--- config.mk ---
export PLATFORM = sky130hd
export DESIGN_NAME = phase_controller_flat
export DESIGN_NICKNAME = d
export VERILOG_FILES = /design/src/rtl/phase_controller_if.sv /design/src/rtl/phase_controller.sv /design/src/flat_wrapper.sv
export SDC_FILE = /design/constraint.sdc
export NUM_CORES = 1
export LEC_CHECK = 0
export CAP_MARGIN = 20
export CORE_MARGIN = 2
export CORE_UTILIZATION = 51
export DETAILED_ROUTE_END_ITERATION = 6
export PLACE_DENSITY = 0.78
export SYNTH_ARGS = -nofsm -noshare
export SYNTH_HDL_FRONTEND = slang
export SYNTH_SLANG_ARGS = --single-unit
--- constraint.sdc ---
create_clock -name clk -period 2.52 [get_ports clk]
set_input_delay 0.378 -clock clk [delete_from_list [all_inputs] [get_ports clk]]
set_output_delay 0.378 -clock clk [all_outputs]
set_load 0.05 [all_outputs]
--- src/rtl/phase_controller_if.sv ---
// ---------------------------------------------------------------------------
// phase_controller_if
// Groups the signals the phase sequencer exchanges with the rest of the core.
//   imem_ready       : instruction memory holds a valid instruction this cycle
//   dmem_ready       : data memory access completes this cycle
//   mem_op           : current instruction is a LOAD or STORE
//   halt_req         : level request to stop at the next instruction boundary
//   phase_fetch ..
//   phase_writeback  : one-hot stage enables
//   halted           : sequencer parked in HALT
//   wait_err         : sticky memory wait timeout
//   cycle_cnt        : cycles spent stepping instructions
//   instret_cnt      : retired instructions
// master = the sequencer, slave = the surrounding core.
// ---------------------------------------------------------------------------
interface phase_controller_if #(
    parameter int CNT_WIDTH = 64
);
    logic                 imem_ready;
    logic                 dmem_ready;
    logic                 mem_op;
    logic                 halt_req;
    logic                 phase_fetch;
    logic                 phase_decode;
    logic                 phase_execute;
    logic                 phase_memory;
    logic                 phase_writeback;
    logic                 halted;
    logic                 wait_err;
    logic [CNT_WIDTH-1:0] cycle_cnt;
    logic [CNT_WIDTH-1:0] instret_cnt;

    modport master (
        input  imem_ready, dmem_ready, mem_op, halt_req,
        output phase_fetch, phase_decode, phase_execute, phase_memory,
               phase_writeback, halted, wait_err, cycle_cnt, instret_cnt
    );

    modport slave (
        output imem_ready, dmem_ready, mem_op, halt_req,
        input  phase_fetch, phase_decode, phase_execute, phase_memory,
               phase_writeback, halted, wait_err, cycle_cnt, instret_cnt
    );
endinterface

--- src/rtl/phase_controller.sv ---
// ---------------------------------------------------------------------------
// phase_controller
// Multi-cycle sequencer for the RockWave core. Steps one instruction at a
// time through FETCH, DECODE, EXECUTE, MEMORY and WRITEBACK, producing the
// one-hot stage enables, stalling on memory with a timeout, honouring a halt
// handshake at instruction boundaries and counting cycles/retired
// instructions for the CSR block.
// Ports:
//   clk    : CPU clock, all state on the rising edge
//   rst_n  : asynchronous active-low reset
//   bus    : phase_controller_if.master (ready/halt inputs, phase enables,
//            status and counters)
// Parameters:
//   CNT_WIDTH  : width of cycle_cnt / instret_cnt
//   WAIT_LIMIT : consecutive not-ready cycles tolerated before error (>=1)
// ---------------------------------------------------------------------------
module phase_controller #(
    parameter int CNT_WIDTH  = 64,
    parameter int WAIT_LIMIT = 255
) (
    input  logic                clk,
    input  logic                rst_n,
    phase_controller_if.master  bus
);

    // The wait counter never passes WAIT_LIMIT: reaching it while still
    // stalled forces ERROR, which clears the counter on the state change.
    localparam int              WAIT_W   = $clog2(WAIT_LIMIT + 1);
    localparam logic [WAIT_W-1:0] WAIT_MAX = WAIT_W'(WAIT_LIMIT);

    typedef enum logic [2:0] {
        S_IDLE,
        S_FETCH,
        S_DECODE,
        S_EXECUTE,
        S_MEMORY,
        S_WRITEBACK,
        S_HALT,
        S_ERROR
    } state_t;

    state_t               state;
    state_t               next_state;
    logic [WAIT_W-1:0]    wait_cnt;
    logic                 halted_q;
    logic                 wait_err_q;
    logic [CNT_WIDTH-1:0] cycle_q;
    logic [CNT_WIDTH-1:0] instret_q;

    logic fetch_stall;
    logic mem_stall;
    logic stall;
    logic timeout;
    logic mem_done;
    logic active;

    // mem_op only matters while in MEMORY; a non-memory instruction passes
    // straight through that stage.
    assign fetch_stall = (state == S_FETCH) && !bus.imem_ready;
    assign mem_stall   = (state == S_MEMORY) && bus.mem_op && !bus.dmem_ready;
    assign mem_done    = !bus.mem_op || bus.dmem_ready;
    assign stall       = fetch_stall || mem_stall;
    assign timeout     = stall && (wait_cnt == WAIT_MAX);
    assign active      = (state == S_FETCH)   || (state == S_DECODE) ||
                         (state == S_EXECUTE) || (state == S_MEMORY) ||
                         (state == S_WRITEBACK);

    // Phase enables are Mealy so a stage's FFs capture in the same cycle
    // its memory reports ready; state is one-hot by construction.
    assign bus.phase_fetch     = (state == S_FETCH) && bus.imem_ready;
    assign bus.phase_decode    = (state == S_DECODE);
    assign bus.phase_execute   = (state == S_EXECUTE);
    assign bus.phase_memory    = (state == S_MEMORY) && mem_done;
    assign bus.phase_writeback = (state == S_WRITEBACK);

    assign bus.halted      = halted_q;
    assign bus.wait_err    = wait_err_q;
    assign bus.cycle_cnt   = cycle_q;
    assign bus.instret_cnt = instret_q;

    // Next-state selection. A ready arriving on the limit cycle is checked
    // first, so it wins over the timeout.
    always_comb begin
        next_state = state;
        case (state)
            S_IDLE:      next_state = S_FETCH;
            S_FETCH: begin
                if (bus.imem_ready)
                    next_state = S_DECODE;
                else if (timeout)
                    next_state = S_ERROR;
            end
            S_DECODE:    next_state = S_EXECUTE;
            S_EXECUTE:   next_state = S_MEMORY;
            S_MEMORY: begin
                if (mem_done)
                    next_state = S_WRITEBACK;
                else if (timeout)
                    next_state = S_ERROR;
            end
            S_WRITEBACK: next_state = bus.halt_req ? S_HALT : S_FETCH;
            S_HALT: begin
                if (!bus.halt_req)
                    next_state = S_FETCH;
            end
            S_ERROR:     next_state = S_ERROR;
            default:     next_state = S_IDLE;
        endcase
    end

    // State, wait counter, status flags and counters. ERROR stops the
    // counters because it is outside the active set and has no writeback.
    always_ff @(posedge clk or negedge rst_n) begin
        if (!rst_n) begin
            state      <= S_IDLE;
            wait_cnt   <= '0;
            halted_q   <= 1'b0;
            wait_err_q <= 1'b0;
            cycle_q    <= '0;
            instret_q  <= '0;
        end else begin
            state    <= next_state;
            halted_q <= (next_state == S_HALT);

            if (next_state != state)
                wait_cnt <= '0;
            else if (stall)
                wait_cnt <= wait_cnt + WAIT_W'(1);

            if (timeout && (next_state == S_ERROR))
                wait_err_q <= 1'b1;

            if (active)
                cycle_q <= cycle_q + CNT_WIDTH'(1);

            if (bus.phase_writeback)
                instret_q <= instret_q + CNT_WIDTH'(1);
        end
    end

endmodule

--- src/flat_wrapper.sv ---
// flat-port wrapper written by rule: the top's interface ports become plain ports
module phase_controller_flat 
#(
    parameter int CNT_WIDTH  = 64,
    parameter int WAIT_LIMIT = 255
)
  (clk, rst_n, bus_imem_ready, bus_dmem_ready, bus_mem_op, bus_halt_req, bus_phase_fetch, bus_phase_decode, bus_phase_execute, bus_phase_memory, bus_phase_writeback, bus_halted, bus_wait_err, bus_cycle_cnt, bus_instret_cnt);
  phase_controller_if #(.CNT_WIDTH(CNT_WIDTH)) bus_i ();
  input  logic clk;
  input  logic rst_n;
  input wire logic [$bits(bus_i.imem_ready)-1:0] bus_imem_ready;
  input wire logic [$bits(bus_i.dmem_ready)-1:0] bus_dmem_ready;
  input wire logic [$bits(bus_i.mem_op)-1:0] bus_mem_op;
  input wire logic [$bits(bus_i.halt_req)-1:0] bus_halt_req;
  output wire logic [$bits(bus_i.phase_fetch)-1:0] bus_phase_fetch;
  output wire logic [$bits(bus_i.phase_decode)-1:0] bus_phase_decode;
  output wire logic [$bits(bus_i.phase_execute)-1:0] bus_phase_execute;
  output wire logic [$bits(bus_i.phase_memory)-1:0] bus_phase_memory;
  output wire logic [$bits(bus_i.phase_writeback)-1:0] bus_phase_writeback;
  output wire logic [$bits(bus_i.halted)-1:0] bus_halted;
  output wire logic [$bits(bus_i.wait_err)-1:0] bus_wait_err;
  output wire logic [$bits(bus_i.cycle_cnt)-1:0] bus_cycle_cnt;
  output wire logic [$bits(bus_i.instret_cnt)-1:0] bus_instret_cnt;
  assign bus_i.imem_ready = bus_imem_ready;
  assign bus_i.dmem_ready = bus_dmem_ready;
  assign bus_i.mem_op = bus_mem_op;
  assign bus_i.halt_req = bus_halt_req;
  assign bus_phase_fetch = bus_i.phase_fetch;
  assign bus_phase_decode = bus_i.phase_decode;
  assign bus_phase_execute = bus_i.phase_execute;
  assign bus_phase_memory = bus_i.phase_memory;
  assign bus_phase_writeback = bus_i.phase_writeback;
  assign bus_halted = bus_i.halted;
  assign bus_wait_err = bus_i.wait_err;
  assign bus_cycle_cnt = bus_i.cycle_cnt;
  assign bus_instret_cnt = bus_i.instret_cnt;
  phase_controller #(.CNT_WIDTH(CNT_WIDTH), .WAIT_LIMIT(WAIT_LIMIT)) u_core (.clk(clk), .rst_n(rst_n), .bus(bus_i));
endmodule
* Word-level counts from Yosys, hierarchy flattened
Index checks and enable logic that the tools add are counted.
Word-level totals: register bits after elaboration 141, input bits 6, output and inout bits 135, logic and storage cells 46
Cells by class: add/subtract/negate cells 3, eq/ne operators 11, mux-type cells 8, reductions and logical operators 18
Operators by type and width (number):
- $add A64 B1 Y64 const B | 2
- $pmux W3 S8 | 1
- $eq A3 B3 Y1 const B | 6
- $mux W8 | 2
- $mux W3 | 5
- $add A8 B1 Y8 const B | 1
- $eq A8 B8 Y1 const B | 1
- $logic_and A1 B1 Y1 | 7
- $eq A3 B2 Y1 const B | 2
- $logic_or A1 B1 Y1 | 6
- $eq A3 B1 Y1 const B | 1
- $logic_not A1 Y1 | 3
- $logic_not A3 Y1 | 1
- $ne A3 B3 Y1 | 1
- $reduce_bool A2 Y1 | 1

* Logic depth before layout (Yosys ltp)
depth in word-level cells 10, mapped depth 8, depth with buffers taken out 6

* Worst setup path after synthesis
No wires, ideal clock.
kind reg-to-output, start point register u_core.state[1], end point output port bus_phase_memory, arrival time 2.363 ns, data required time 2.142 ns, path slack -0.221 ns, cell stages (with the launch flop) 4, buffers on the path 2, cells stage by stage dfrtp_1 buf_6 clkbuf_1 nor4b_1
On the way: cells in the longest elaborated chain, start to end 2
Ends and longest elaborated chain:
- start: declaration | RTL line phase_controller.sv:42 | state_t state;
- start signal: assignment | RTL line phase_controller.sv:122 | state <= next_state;
- $eq A3 B3 Y1 | RTL line phase_controller.sv:73 | assign bus.phase_memory = (state == S_MEMORY) && mem_done;
- $logic_and A1 B1 Y1 | RTL line phase_controller.sv:73
- end: declaration | RTL line flat_wrapper.sv:18 | output wire logic [$bits(bus_i.phase_memory)-1:0] bus_phase_memory;
Every way passes these cells.

* Final worst setup path
start point register u_core.cycle_q[10] (netlist: u_core.bus.cycle_cnt[10]), end point register u_core.cycle_q[61] (netlist: u_core.bus.cycle_cnt[61])
On the way: cells in the longest elaborated chain, start to end 1
Ends and longest elaborated chain:
- start: declaration | RTL line phase_controller.sv:47 | logic [CNT_WIDTH-1:0] cycle_q;
- start signal: assignment | RTL line phase_controller.sv:134 | cycle_q <= cycle_q + CNT_WIDTH'(1);
- $add A64 B1 Y64 | RTL line phase_controller.sv:134
Every way passes these cells. A chain may end at the register's enable or synchronous reset.

==> summary.md <==
| Metric | Value |
|---|---|
| PostCTS Resize Cnt | 0 |
| Slew Limit Headroom | 0.621 |
| Worst stage delay on the critical path | approximately 0.52 ns |
| Remaining antenna violation count | 0 |
| Crit path capture | u_core.bus.cycle_cnt[61] |
| Post-route insts no fill | roughly 1000 |
| Routability cong. | 0.818 |
| Worst reg2reg path endpoint | u_core.bus.cycle_cnt[61] |
| Distinct cells, synth | 47 |
| Hold slack | 0.463 ns |
| DP Wirelength | roughly 11000 um |
| CTS Root Cell | clkbuf_16 |
| Max-slew violations | 0 |
| Cell count along the critical path | 5 |
| Worst Skew | 0.00663 ns |
| Inst Count DP | around 940 |
| Crit. Startpoint | u_core.bus.cycle_cnt[10] |
| Critical-path cell list | and4_1, nand3_1, nand4bb_1, nor4_1, xor2_1 |
| VDD IR max | roughly 0.00087 V |
| Initial core utilization | 0.516 |
| Post-Syn Area per Cell | 10.8 um2 |
| CP bufs+invs | 0 |
| Sequential area share after synthesis | 0.523 |
| Top-level port count | between 100 and 150 |
| Antenna cell count | 0 |
| DRT iter0 DRCs | 311 |
| #FFs+latches synth | 141 |
| Final setup vio count | 0 |
| Row count | 42 |
| Placed instance area | 0.00841 mm2 |
| Largest net degree at the start of global routing | 61 |
| Fmax achieved | between 0.4 and 0.5 GHz |
| FF-to-FF path depth | 5 |
| Share of synthesized flip-flops with an asynchronous set or reset | 1.00 |
| Routed WL | 15800 um |
| Gr usage total | 0.232 |
| Remaining routing DRC violations | 0 |
| Critical path's slowest cell | nand4bb_1 |
| Vias per cell | 5.48 |
| Global-route wire length before repair | 26300 um |
| Layout filler cell count | 946 |
| Critical Path RT | 2.85 ns |
| PortBufs | between 100 and 150 |
| CTS Buf Count | 17 |
| Critical-path maximum fanout | 7 |
| Die width | roughly 120 um |
| Static Leak | 0.00396 uW |
| Worst-margin pin slew | 0.563 ns |
| Crit path arrival time | 2.61 ns |
| Worst skew pair latency | 0.42 ns |
| Hold WC Path Type | flip-flop to flip-flop |
| Critical path's top delay family | simple AND/OR/NAND/NOR gates |
| Pwr Density | 730 mW/mm2 |
| Post-synth EDFFs | 0 |
| Main synth FF type | dfrtp_1 |
| Count of warnings emitted by yosys | 0 |
| # H-tree levels | 4 |
| Tmin final | 2.28 ns |
| Status | completed |
| DRT Pass-1 Iters | 4 |
| RSZ-0062 raised after global routing | false |
| CTS tree | done |
| Reg2reg start | u_core.bus.cycle_cnt[10] |
| Syn Inst Count | 628 |
| Clock sink count | 141 |
| CP endpoint kind | flip-flop |
| FF/Latch Area | 0.00353 mm2 |
| Worst-path clk slew | 0.06 ns |
| Final worst path period share | 0.904 |
| Core ar. | 0.0131 mm2 |
| Synth-to-layout area growth | 33.5% |
| Setup TNS | 0 ns |
| Vias post-DR | 5351 |
| Syn_nets | 637 |
| Critical path launch point type | flip-flop |
| Die ar. | 0.0142 mm2 |
| WL/cell | between 15 and 20 um |
| Critical path class | flip-flop to flip-flop |
| Worst R2R Setup Slack | 0.24 ns |
| GRT overflow | 0 |
| Mapped Area | 0.00675 mm2 |
| Hold path depth | 1 |
| Final #Nets | 797 |
| Postcts setup bufs | 0 |
| Post-route cell area | 0.00901 mm2 |
| Layout cells sized above 1 | 0.0813 |
| Footprint of the multi-input gates | 0.00313 mm2 |
| Initial antenna violation count | 0 |
| Die Height | 119 um |
| Max-cap violations | 0 |
| Vias in the first global route | 5359 |
| CTS max path bufs | 2 |
| Final Hold Fails | 0 |
==> metrics by stage <==
stage               total power (uW)  setup slack, ns   util
floorplan                       3650            0.294      -
global placement                4100            0.183  0.643
detailed placement              4140            0.156  0.643
CTS                             6620            0.264  0.689
global route                    6860           0.0660  0.689
finish                          6580            0.243  0.689
==> layout by cell type, fill, tap and decap left out, drive strengths merged, types with 4 or more instances in the layout <==
master / synthesis / layout
clkinv: 0 / 5
dfrtp: 141 / 141
and3: 21 / 21
nor2: 54 / 54
nand2b: 4 / 4
xor2: 57 / 57
buf: 8 / 18
nor4: 14 / 14
clkdlybuf4s50: 0 / 134
nand3: 44 / 44
nand2: 56 / 56
inv: 12 / 12
xnor2: 76 / 76
nand4: 54 / 54
and4: 20 / 20
and2: 10 / 10
a21oi: 5 / 5
clkbuf: 4 / 24
nor3: 17 / 17
==> cell usage after synthesis, drive strengths merged, types with 10 or more instances <==
| library cell | count | area, um2 |
|---|---|---|
| dfrtp | 141 | 3530 |
| xnor2 | 76 | 666 |
| xor2 | 57 | 499 |
| nand2 | 56 | 210 |
| nand4 | 54 | 357 |
| nor2 | 54 | 203 |
| nand3 | 44 | 220 |
| and3 | 21 | 131 |
| and4 | 20 | 175 |
| nor3 | 17 | 90.1 |
| nor4 | 14 | 124 |
| inv | 12 | 45.0 |
| and2 | 10 | 62.6 |
==> where the power goes <==
group          total, uW  internal (uW)  switching (uW)  leakage [uW]
sequential          2580           2410             177       0.00194
combinational       1520            541             980       0.00172
clock               2470           1570             900      0.000296
total               6580           4520            2060       0.00396
==> routing by layer <==
metal  global-route usage  up-vias  part of all wire
met5                    0        -                 0
met4                0.100        0             0.025
met3               0.0560       33             0.044
met2                0.364      160              0.48
met1                0.306     2635              0.45
li1                     -     2523                 -
==> state kept, by name (all words and copies together), names as in the netlist <==
| register | flops |
|---|---|
| u_core.bus.halted | 1 |
| u_core.wait_cnt | 8 |
| u_core.state | 3 |
| u_core.bus.instret_cnt | 64 |
| u_core.bus.cycle_cnt | 64 |
| u_core.bus.wait_err | 1 |
==> worst min-delay path by stage <==
stage	start	endpoint	slack, ns
after floorplan	rst_n	u_core.bus.cycle_cnt[0]	0.08
after global placement	rst_n	u_core.bus.instret_cnt[26]	0.38
after detailed placement	rst_n	u_core.bus.instret_cnt[25]	0.38
after CTS	u_core.bus.wait_err	u_core.bus.wait_err	0.47
after global routing	u_core.bus.cycle_cnt[63]	u_core.bus.cycle_cnt[63]	0.50
final	u_core.bus.wait_err	u_core.bus.wait_err	0.46
==> worst register-to-register path, stage by stage, from the launching register on <==
cell       delay (ns)
dfrtp_1          0.43
and4_1           0.33
nand3_1          0.17
nand4bb_1        0.52
nor4_1           0.53
xor2_1           0.21
==> kinds of logic after synthesis <==
| group | count (synthesis) | synth area share |
|---|---|---|
| adder cells (fa/ha/maj) | 3 | 0.00556 |
| multiplexers | 4 | 0.00815 |
| buffers and inverters | 24 | 0.0167 |
| AND/OR/NAND/NOR | 312 | 0.262 |
| flip-flops | 141 | 0.523 |
| AO/OA/AOI/OAI | 11 | 0.0124 |
| XOR/XNOR | 133 | 0.173 |
==> final cells by class <==
cell class                 instances  area share
clock buffer                      24      0.0557
clock inverter                     7     0.00944
inverter                          12     0.00500
multi-input combinational        463       0.347
sequential                       141       0.392
tap                              176      0.0244
timing repair buffer             153       0.167
==> what timing repair did <==
| action | in CTS | in global routing |
|---|---|---|
| endpoints found under the setup margin | 0 | 0 |
| hold buffers | 1 | 0 |
| endpoints found under the hold margin | 57 | 0 |
Power figures use the tool's default switching activity.
